`config.mk`:
```
export PLATFORM = sky130hd
export DESIGN_NAME = enemy_march_ctrl
export DESIGN_NICKNAME = d
export VERILOG_FILES = /design/src/rtl/space_invaders_pkg.sv /design/src/rtl/march_step_timer.sv /design/src/rtl/enemy_march_ctrl.sv
export SDC_FILE = /design/constraint.sdc
export NUM_CORES = 1
export LEC_CHECK = 0
export BUFFER_PORTS_ARGS = -buffer_cell sky130_fd_sc_hd__buf_2
export CAP_MARGIN = 20
export CELL_PAD_IN_SITES_DETAIL_PLACEMENT = 1
export CELL_PAD_IN_SITES_GLOBAL_PLACEMENT = 1
export CORE_ASPECT_RATIO = 0.8
export CORE_MARGIN = 1
export CORE_UTILIZATION = 29
export CTS_BUF_LIST = sky130_fd_sc_hd__clkbuf_8 sky130_fd_sc_hd__clkbuf_16
export CTS_CLUSTER_DIAMETER = 200
export DETAILED_ROUTE_END_ITERATION = 8
export PLACE_DENSITY = 0.84
export SLEW_MARGIN = 20
export SYNTH_ARGS = -nofsm -noshare
export SYNTH_HDL_FRONTEND = slang
export SYNTH_HIERARCHICAL = 1
export SYNTH_SLANG_ARGS = --single-unit
```
`constraint.sdc`:
```
create_clock -name frame_clk -period 2 [get_ports frame_clk]
set_input_delay 0.2 -clock frame_clk [delete_from_list [all_inputs] [get_ports frame_clk]]
set_output_delay 0.2 -clock frame_clk [all_outputs]
set_load 0.005 [all_outputs]
```
`src/rtl/space_invaders_pkg.sv`:
```
// rtl/space_invaders_pkg.sv - shared march state encoding, screen constants and period clamp helper
package space_invaders_pkg;

  typedef enum logic [2:0] {
    ST_IDLE    = 3'd0,
    ST_MARCH   = 3'd1,
    ST_DROP    = 3'd2,
    ST_LANDED  = 3'd3,
    ST_CLEARED = 3'd4
  } march_state_t;

  localparam logic [9:0] SCREEN_LEFT_DEF  = 10'd0;
  localparam logic [9:0] SCREEN_RIGHT_DEF = 10'd639;
  localparam logic [9:0] BOTTOM_LIMIT_DEF = 10'd440;
  localparam int         PERIOD_MIN_DEF   = 2;
  localparam int         PERIOD_MAX_DEF   = 55;
  localparam int         TIMER_W          = 6;

  // Step period follows the surviving enemy count, bounded so the fleet never stalls or blurs
  function automatic logic [5:0] clamp_period(input logic [5:0] alive,
                                              input logic [5:0] lo,
                                              input logic [5:0] hi);
    if (alive < lo) return lo;
    else if (alive > hi) return hi;
    else return alive;
  endfunction

endpackage

```
`src/rtl/march_step_timer.sv`:
```
// rtl/march_step_timer.sv - loadable frame down-counter that flags when the step period has elapsed
module march_step_timer #(
  parameter int W = 6
) (
  input  logic         clk_i,
  input  logic         rst_ni,
  input  logic         load_i,
  input  logic         en_i,
  input  logic [W-1:0] load_val_i,
  output logic         zero_o
);

  logic [W-1:0] count_q, count_d;

  // Load wins over counting; the counter parks at zero until reloaded
  always_comb begin
    count_d = count_q;
    if (load_i) begin
      count_d = load_val_i;
    end else if (en_i && (count_q != '0)) begin
      count_d = count_q - W'(1);
    end
  end

  // Counter register, cleared to zero by reset
  always_ff @(posedge clk_i or negedge rst_ni) begin
    if (!rst_ni) begin
      count_q <= '0;
    end else begin
      count_q <= count_d;
    end
  end

  assign zero_o = (count_q == '0);

endmodule

```
`src/rtl/enemy_march_ctrl.sv`:
```
// rtl/enemy_march_ctrl.sv - fleet march sequencer (step, edge drop, land, clear); MARCH_SPEEDUP_EN enables alive-count speedup
module enemy_march_ctrl
  import space_invaders_pkg::*;
#(
  parameter int         STEP_X       = 1,
  parameter logic [9:0] SCREEN_LEFT  = SCREEN_LEFT_DEF,
  parameter logic [9:0] SCREEN_RIGHT = SCREEN_RIGHT_DEF,
  parameter logic [9:0] BOTTOM_LIMIT = BOTTOM_LIMIT_DEF,
  parameter int         PERIOD_MIN   = PERIOD_MIN_DEF,
  parameter int         PERIOD_MAX   = PERIOD_MAX_DEF
) (
  input  logic       frame_clk,
  input  logic       Reset_n,
  input  logic       game_start,
  input  logic       pause,
  input  logic [9:0] fleet_left_x,
  input  logic [9:0] fleet_right_x,
  input  logic [9:0] fleet_bottom_y,
  input  logic [5:0] enemies_alive,
  output logic       step_en,
  output logic       enemy_direction_X,
  output logic       enemy_direction_Y,
  output logic       fleet_landed,
  output logic       wave_cleared,
  output logic [2:0] march_state
);

  localparam logic [5:0] PMIN = 6'(PERIOD_MIN);
  localparam logic [5:0] PMAX = 6'(PERIOD_MAX);

  march_state_t state_q;
  logic         step_en_q, dir_x_q, dir_y_q, landed_q, cleared_q;

  logic [5:0]   period;
  logic [5:0]   load_val;
  logic [10:0]  right_next;
  logic [10:0]  left_limit;
  logic         edge_hit, cleared_hit, landed_hit;
  logic         timer_zero, timer_load, timer_en, march_tick;

`ifdef MARCH_SPEEDUP_EN
  assign period = clamp_period(enemies_alive, PMIN, PMAX);
`else
  assign period = PMAX;
`endif

  // The timer counts period-1 down to zero so that a step fires every 'period' frames
  assign load_val = period - 6'd1;

  // 11-bit sums keep right_x + STEP_X from wrapping past 1023
  assign right_next = {1'b0, fleet_right_x} + 11'(STEP_X);
  assign left_limit = {1'b0, SCREEN_LEFT} + 11'(STEP_X);
  assign edge_hit   = dir_x_q ? (right_next > {1'b0, SCREEN_RIGHT})
                              : ({1'b0, fleet_left_x} < left_limit);

  assign cleared_hit = (enemies_alive == 6'd0);
  assign landed_hit  = (fleet_bottom_y >= BOTTOM_LIMIT);
  assign march_tick  = (state_q == ST_MARCH) && timer_zero && !pause;

  assign timer_en   = (state_q == ST_MARCH) && !pause;
  assign timer_load = game_start ||
                      (!cleared_hit && !landed_hit &&
                       ((state_q == ST_DROP) || (march_tick && !edge_hit)));

  march_step_timer #(.W(TIMER_W)) u_timer (
    .clk_i      (frame_clk),
    .rst_ni     (Reset_n),
    .load_i     (timer_load),
    .en_i       (timer_en),
    .load_val_i (load_val),
    .zero_o     (timer_zero)
  );

  // March sequencer with registered outputs; game_start overrides every state
  always_ff @(posedge frame_clk or negedge Reset_n) begin
    if (!Reset_n) begin
      state_q   <= ST_IDLE;
      step_en_q <= 1'b0;
      dir_x_q   <= 1'b0;
      dir_y_q   <= 1'b0;
      landed_q  <= 1'b0;
      cleared_q <= 1'b0;
    end else begin
      step_en_q <= 1'b0;
      dir_y_q   <= 1'b0;
      cleared_q <= 1'b0;
      if (game_start) begin
        state_q  <= ST_MARCH;
        dir_x_q  <= 1'b0;
        landed_q <= 1'b0;
      end else begin
        case (state_q)
          ST_MARCH, ST_DROP: begin
            if (cleared_hit) begin
              state_q   <= ST_CLEARED;
              cleared_q <= 1'b1;
            end else if (landed_hit) begin
              state_q  <= ST_LANDED;
              landed_q <= 1'b1;
            end else if (state_q == ST_DROP) begin
              state_q <= ST_MARCH;
            end else if (march_tick) begin
              step_en_q <= 1'b1;
              if (edge_hit) begin
                state_q <= ST_DROP;
                dir_y_q <= 1'b1;
                dir_x_q <= ~dir_x_q;
              end
            end
          end
          default: ;
        endcase
      end
    end
  end

  assign step_en           = step_en_q;
  assign enemy_direction_X = dir_x_q;
  assign enemy_direction_Y = dir_y_q;
  assign fleet_landed      = landed_q;
  assign wave_cleared      = cleared_q;
  assign march_state       = state_q;

endmodule
```
==> flow_metrics.env, run 1 <==
export IMPL_power_per_cell_area_nw_per_um2=564
export IMPL_vdd_ir_drop_worst_uv=216
export IMPL_ys_seq_elements=14
export IMPL_crit_path_max_incr_delay_ns=0.39
export IMPL_maximum_number_of_pins_on_one_net_before_global_route_repair=15
export IMPL_crit_type="input pin to register"
export IMPL_path_max_fanout=4
export IMPL_finalMaxSlewViolations=0
export IMPL_drt_first_pass_iters=4
export IMPL_finalWorstSetupSlack_ns=-0.472
export IMPL_gpl_final_weighted_congestion=0.872
export IMPL_violations="negative setup slack"
export IMPL_first_pass_grt_wire_length_um=7360
export IMPL_drtIter0Drc=85
export IMPL_netlist_area_before_placement_sq_um=1060
export IMPL_dp_final_hpwl_um=3140
export IMPL_worstSetupStartpointType="input pin"
export IMPL_timing_critical_path_buf_inv=5
export IMPL_clock_tree_from_tritoncts="built"
export IMPL_die_width_um=69.6
export IMPL_fmaxAchievable_mhz=404
export IMPL_timing_final_hold_violations=0
export IMPL_cp_end_kind="register"
export IMPL_ys_warnings_count=6
export IMPL_crit_start="fleet_right_x[0]"
export IMPL_detailroute_via_count=1415
export IMPL_antennaDiodeCount=0
export IMPL_critical_path_top_delay_family="compound AO/OA/AOI/OAI gates"
export IMPL_synth_cell_type_count=47
export IMPL_netlist_instances=125
export IMPL_grt_antenna_before_repair=0
export IMPL_setup_violations=8
export IMPL_cap_violations=0
export IMPL_async_reset_ff_share_pct=100
export IMPL_grt_pass1_vias=1469
export IMPL_sw_frac_of_total_pct=34.7
export IMPL_met1_usage_pct=30.5
export IMPL_filler_cell_count=445
export IMPL_dp_cells=237
export IMPL_clk_insertion_delay_late_ns=0.26
export IMPL_outcome="finished with violations"
export IMPL_detail_route_wirelength_um=5290
export IMPL_clkSlewWorstSetupHoldPaths_ns=0.07
export IMPL_regToRegStartpoint="u_timer/count_q[0]"
export IMPL_seq_power_share_pct=31.9
export IMPL_start_util_pct=30.6
export IMPL_drcViolationCount=0
export IMPL_critical_path_slowest_cell="a211o_2"
export IMPL_layout_min_cycle_time_ns=2.47
export IMPL_gr_usage_met2_pct=42.4
export IMPL_ant_nets=0
export IMPL_synthFlopType="dfrtp_1"
export IMPL_min_period_over_period_pct=124
export IMPL_p_sw_uw=364
export IMPL_die_area_sq_um=3910
export IMPL_clock_power_share_pct=27.9
export IMPL_core_region_area_sq_um=3470
export IMPL_hold_ws_ns=0.287
export IMPL_combinational_share_of_power_pct=40.2
export IMPL_post_layout_nonfiller_instances=254
export IMPL_wl_per_cell_um=20.8
export IMPL_cts_root_buf="clkbuf_8"
export IMPL_design_final_nets=257
export IMPL_grt_setup_unrepaired="true"
export IMPL_io_pins=48
export IMPL_dieHeight_um=56.1
export IMPL_grt_busiest_layer="met2"
export IMPL_cp_data_required_time_ns=2.15
export IMPL_grt_ovfl_total=0
export IMPL_final_setup_tns_ns=-2.56
export IMPL_clock_skew_ns=0.00894
export IMPL_cts_buffers_inserted=3
export IMPL_post_route_cells_drive_above_1_share_pct=52.4
export IMPL_routed_via_density=5.57
export IMPL_grt_met3_usage_pct=3.99
export IMPL_global_route_usage_total_pct=23.5
export IMPL_timing_critical_path_cells="buf_8, buf_6, ha_4, buf_4, and3b_1, o21ai_0, o21ai_1, a211o_2, a21boi_2, a221o_1, buf_6, buf_8, nor3b_2, a21oi_2, nand3_2"
export IMPL_synth_edf_count=0
export IMPL_ys_seq_area_share_pct=33.0
export IMPL_critical_path_arrival_ns=2.62
export IMPL_ctsHtreeMaxLevel=1
export IMPL_worstHoldPathType="input pin to register"
export IMPL_std_cell_rows=19
export IMPL_port_buffers=44
export IMPL_area_growth_synth_to_final_pct=75.6
export IMPL_intPower_uw=686
export IMPL_min_from="game_start"
export IMPL_total_clock_sinks=14
export IMPL_power_static_leakage_uw=0.000892
export IMPL_avgSynthCellArea_sq_um=8.49
export IMPL_clockBufferDepth=2
[synth_stat cells, types with 2 or more instances]
cell type  count  area [sq um]
o21ai_0        5          25.0
a21oi_1        5          25.0
or3b_1         2          17.5
nand2b_1       4          25.0
nand2_1        9          33.8
nor3_1         2          10.0
nand3_1        4          20.0
nand4_1        3          18.8
a31oi_1        4          25.0
or4_1          3          22.5
o211ai_1       3          22.5
o31ai_1        4          30.0
ha_1           4          50.1
dfrtp_1       14           350
conb_1         2          7.51
nor2_1        16          60.1
nor4_1         2          12.5
inv_1          8          30.0
o2111ai_1      2          17.5
mux2i_1        2          20.0
[state kept, by name (all words and copies together) (netlist names)]
name	flops
u_timer/count_q	6
enemy_direction_Y	1
step_en	1
wave_cleared	1
march_state	3
fleet_landed	1
enemy_direction_X	1
[final cells by class]
| cell class | instances | area, sq um | share of cell area [%] |
|---|---|---|---|
| Timing Repair Buffer | 82 | 551 | 29.5 |
| Multi-Input combinational cell | 104 | 810 | 43.5 |
| Sequential cell | 14 | 350 | 18.8 |
| Inverter | 8 | 45.0 | 2.42 |
| Tap cell | 42 | 52.6 | 2.82 |
| Clock buffer | 4 | 55.1 | 2.95 |
[cell usage in the layout (no fill, tap or decap), drive strengths merged, types with 2 or more instances in the layout]
cell type / n
buf: 81
nand2b: 4
conb: 6
clkbuf: 4
o31ai: 4
o211ai: 3
nand4: 3
or3b: 3
nor2: 16
a31oi: 4
ha: 4
inv: 8
nand3: 4
or4: 3
o2111ai: 2
o21ai: 5
a21oi: 5
nor3: 3
mux2i: 2
nand2: 9
dfrtp: 14
nor4: 3
[cell families after synthesis]
kind of cell	Yosys count	synth area share, %
AND/OR/NAND/NOR	57	31.3
AO/OA/AOI/OAI	34	23.6
flip-flops	14	33.0
buffers and inverters	11	4.01
adder cells (fa/ha/maj)	4	4.72
other	2	0.708
multiplexers	2	1.89
XOR/XNOR	1	0.826
[repair_timing]
action                     4_1_cts  5_1_grt
hold endpoints to repair        14        0
setup endpoints to repair        8        8
setup buffers                    8        4
resized for setup               19       15
pin swaps                       11       12
hold buffers                     1        0
[layer usage]
layer | vias up | share of wire [%]
met5 | - | 0
met1 | 709 | 42
met2 | 53 | 50
li1 | 636 | -
met3 | 17 | 5.0
met4 | 0 | 3.2
[per-stage QoR]
| step | util, % | total power [uW] | setup WS (ns) | instance area, sq um |
|---|---|---|---|---|
| 2_1_floorplan | - | 493 | -0.463 | 1100 |
| 3_3_place_gp | 44.5 | 636 | -0.560 | 1540 |
| 3_5_place_dp | 44.5 | 660 | -0.645 | 1540 |
| 4_1_cts | 50.2 | 978 | -0.282 | 1740 |
| 5_1_grt | 53.7 | 1100 | -0.531 | 1860 |
| 6_report | 53.7 | 1050 | -0.472 | 1860 |
[power by group through the flow]
| stage | clock network, uW | logic (uW) | registers (uW) |
|---|---|---|---|
| finish | 293 | 422 | 335 |
| global placement | 0 | 301 | 335 |
| detailed placement | 0 | 324 | 336 |
| floorplan | 0 | 157 | 336 |
| global route | 314 | 449 | 336 |
| CTS | 285 | 361 | 333 |
[final timing paths]
path | endpoint | slack [ns] | depth (start not counted)
max in group asynchronous | march_state[1] | 1.34 | 2
setup / recovery | u_timer/count_q[0] | -0.47 | 15
hold / removal | enemy_direction_X | 0.29 | 2
hold reg to reg | fleet_landed | 0.54 | 2
setup reg to reg | u_timer/count_q[3] | -0.25 | 9
min in group asynchronous | u_timer/count_q[2] | 0.39 | 2
Power figures use the tool's default switching activity.
==> run 2: changes to the inputs <==
--- a/config.mk
+++ b/config.mk
@@ -9,7 +9,7 @@
 export CAP_MARGIN = 20
 export CELL_PAD_IN_SITES_DETAIL_PLACEMENT = 1
 export CELL_PAD_IN_SITES_GLOBAL_PLACEMENT = 1
-export CORE_ASPECT_RATIO = 0.8
+export CORE_ASPECT_RATIO = 2
 export CORE_MARGIN = 1
 export CORE_UTILIZATION = 29
 export CTS_BUF_LIST = sky130_fd_sc_hd__clkbuf_8 sky130_fd_sc_hd__clkbuf_16
==> flow_metrics.env, run 2 (synthesis results as in run 1) <==
export IMPL_outcome="finished with violations"
export IMPL_violations="negative setup slack"
export IMPL_clock_skew_ns=0.00132
export IMPL_finalPower_uw=979
export IMPL_post_route_cells_drive_above_1_share_pct=46.6
export IMPL_p_sw_uw=316
export IMPL_place_area_sq_um=1540
export IMPL_first_pass_grt_wire_length_um=5980
export IMPL_gpl_final_weighted_congestion=0.781
export IMPL_dieHeight_um=87.5
export IMPL_timing_critical_path_buf_inv=2
export IMPL_cts_root_buf="clkbuf_8"
export IMPL_worstSetupStartpointType="input pin"
export IMPL_end_point_of_the_worst_hold_path="march_state[2]"
export IMPL_layout_commonest_cell="buf_2"
export IMPL_sw_frac_of_total_pct=32.2
export IMPL_hold_ws_ns=0.237
export IMPL_reg2reg_slack_ns=-0.08
export IMPL_critical_path_slowest_cell="or4b_4"
export IMPL_grt_setup_unrepaired="true"
export IMPL_largest_reg_flops=6
export IMPL_dp_cells=241
export IMPL_maximum_number_of_pins_on_one_net_before_global_route_repair=15
export IMPL_clockBufferDepth=2
export IMPL_antennaDiodeCount=0
export IMPL_dp_final_hpwl_um=3000
export IMPL_area_growth_synth_to_final_pct=63.8
export IMPL_cts_buffers_inserted=3
export IMPL_total_clock_sinks=14
export IMPL_grt_antenna_before_repair=0
export IMPL_detail_route_wirelength_um=3820
export IMPL_design_area_sq_um=1740
export IMPL_clock_power_share_pct=30.0
export IMPL_port_buffers=44
export IMPL_clk_insertion_delay_late_ns=0.25
export IMPL_drcViolationCount=0
export IMPL_ant_nets=0
export IMPL_worst_hold_path_num_cells=2
export IMPL_start_util_pct=30.7
export IMPL_finalWorstSetupSlack_ns=-0.185
export IMPL_grt_pass1_vias=1374
export IMPL_layout_cells_most_common_list="42 x buf_2, 26 x buf_4, 16 x nor2_1"
export IMPL_registers_top_by_ff_count="u_timer/count_q"
export IMPL_min_from="game_start"
export IMPL_core_region_area_sq_um=3450
export IMPL_clock_tree_from_tritoncts="built"
export IMPL_wl_per_cell_um=15.2
export IMPL_power_per_cell_area_nw_per_um2=563
export IMPL_regToRegStartpoint="u_timer/count_q[1]"
export IMPL_crit_type="input pin to register"
export IMPL_grt_ovfl_total=0
export IMPL_global_route_usage_total_pct=20.8
export IMPL_min_period_over_period_pct=109
export IMPL_layout_min_cycle_time_ns=2.19
export IMPL_crit_path_max_incr_delay_ns=0.52
export IMPL_post_layout_nonfiller_instances=252
export IMPL_die_width_um=44.8
export IMPL_setup_violations=8
export IMPL_design_final_nets=249
export IMPL_cap_violations=0
export IMPL_die_area_sq_um=3920
export IMPL_worst_r2r_cell_count=9
export IMPL_cp_end_kind="register"
export IMPL_cp_data_required_time_ns=2.19
export IMPL_critical_path_top_delay_family="simple AND/OR/NAND/NOR gates"
export IMPL_ctsHtreeMaxLevel=1
export IMPL_timing_final_hold_violations=0
export IMPL_vdd_ir_drop_worst_uv=287
export IMPL_fmaxAchievable_mhz=458
export IMPL_drtIter0Drc=19
export IMPL_timing_critical_path_cells="buf_8, inv_8, ha_4, or4b_4, nor4_4, a211o_2, a21boi_2, a221o_1, or4_1, nand3_1"
export IMPL_detailroute_via_count=1306
export IMPL_seq_power_share_pct=33.8
export IMPL_path_max_fanout=4
export IMPL_combinational_share_of_power_pct=36.1
export IMPL_timing_rr_end="u_timer/count_q[0]"
export IMPL_routed_via_density=5.18
export IMPL_power_static_leakage_uw=0.000832
export IMPL_clkSlewWorstSetupHoldPaths_ns=0.07
export IMPL_intPower_uw=664
export IMPL_filler_cell_count=430
export IMPL_io_pins=48
export IMPL_std_cell_rows=30
export IMPL_critical_path_arrival_ns=2.38
export IMPL_finalCoreUtilization_pct=50.3
export IMPL_finalMaxSlewViolations=0
export IMPL_drt_first_pass_iters=4
export IMPL_worstHoldPathType="input pin to register"
==> run 2: changes by cell type in the layout (fill, tap and decap cells not counted), sizes merged <==
cell / change
buf: -8
==> run 2: routing by layer <==
| metal | part of all wire [%] | track usage [%] | up-vias |
|---|---|---|---|
| li1 | - | - | 619 |
| met1 | 32 | 18.3 | 638 |
| met4 | 2.0 | 7.71 | 0 |
| met5 | 0 | 0 | - |
| met3 | 3.5 | 1.65 | 8 |
| met2 | 63 | 44.0 | 41 |
==> run 2: metrics by stage <==
step | worst slack [ns] | setup TNS (ns)
after floorplan | -0.463 | -1.48
after global placement | -0.570 | -3.29
after detailed placement | -0.652 | -3.92
after CTS | -0.207 | -0.487
after global routing | -0.334 | -1.97
final | -0.185 | -0.780
==> run 2: power groups by stage <==
| stage | Combinational [uW] | Clock (uW) | Sequential [uW] |
|---|---|---|---|
| finish | 354 | 294 | 331 |
| global route | 391 | 312 | 335 |
| CTS | 343 | 297 | 332 |
| detailed placement | 318 | 0 | 337 |
| global placement | 299 | 0 | 334 |
| floorplan | 157 | 0 | 336 |
==> run 2: cell type report <==
class	count	area, sq um	share of cell area [%]
inverters	8	40.0	2.30
repair buffers	74	475	27.4
multi-input cells	104	757	43.6
well taps	48	60.1	3.46
flip-flops and latches	14	350	20.2
clock buffers	4	55.1	3.17
==> run 2: timing repair <==
item | CTS | global route
setup buffers | 4 | 2
pin swaps | 10 | 2
endpoints found under the setup margin | 8 | 8
hold buffers | 1 | 0
endpoints found under the hold margin | 14 | 0
resized for setup | 16 | 3
==> run 2: worst register-to-register path, cell delays in order (launching register included) <==
cell and delay, ns:
dfrtp_1 0.40, inv_1 0.08, ha_1 0.22, nand2b_1 0.11, nor2_1 0.07, nand3_1 0.09, inv_1 0.05, a221o_1 0.40
or4_1 0.52, nand3_1 0.09
==> run 2: worst max-delay path by stage <==
stage	start	to	slack [ns]	depth (start not counted)
after floorplan	fleet_right_x[0]	u_timer/count_q[3]	-0.46	10
after global placement	fleet_right_x[0]	u_timer/count_q[3]	-0.57	10
after detailed placement	fleet_right_x[0]	u_timer/count_q[3]	-0.65	13
after CTS	fleet_right_x[0]	u_timer/count_q[0]	-0.21	11
after global routing	fleet_right_x[0]	u_timer/count_q[0]	-0.33	13
final	fleet_right_x[0]	u_timer/count_q[0]	-0.19	10
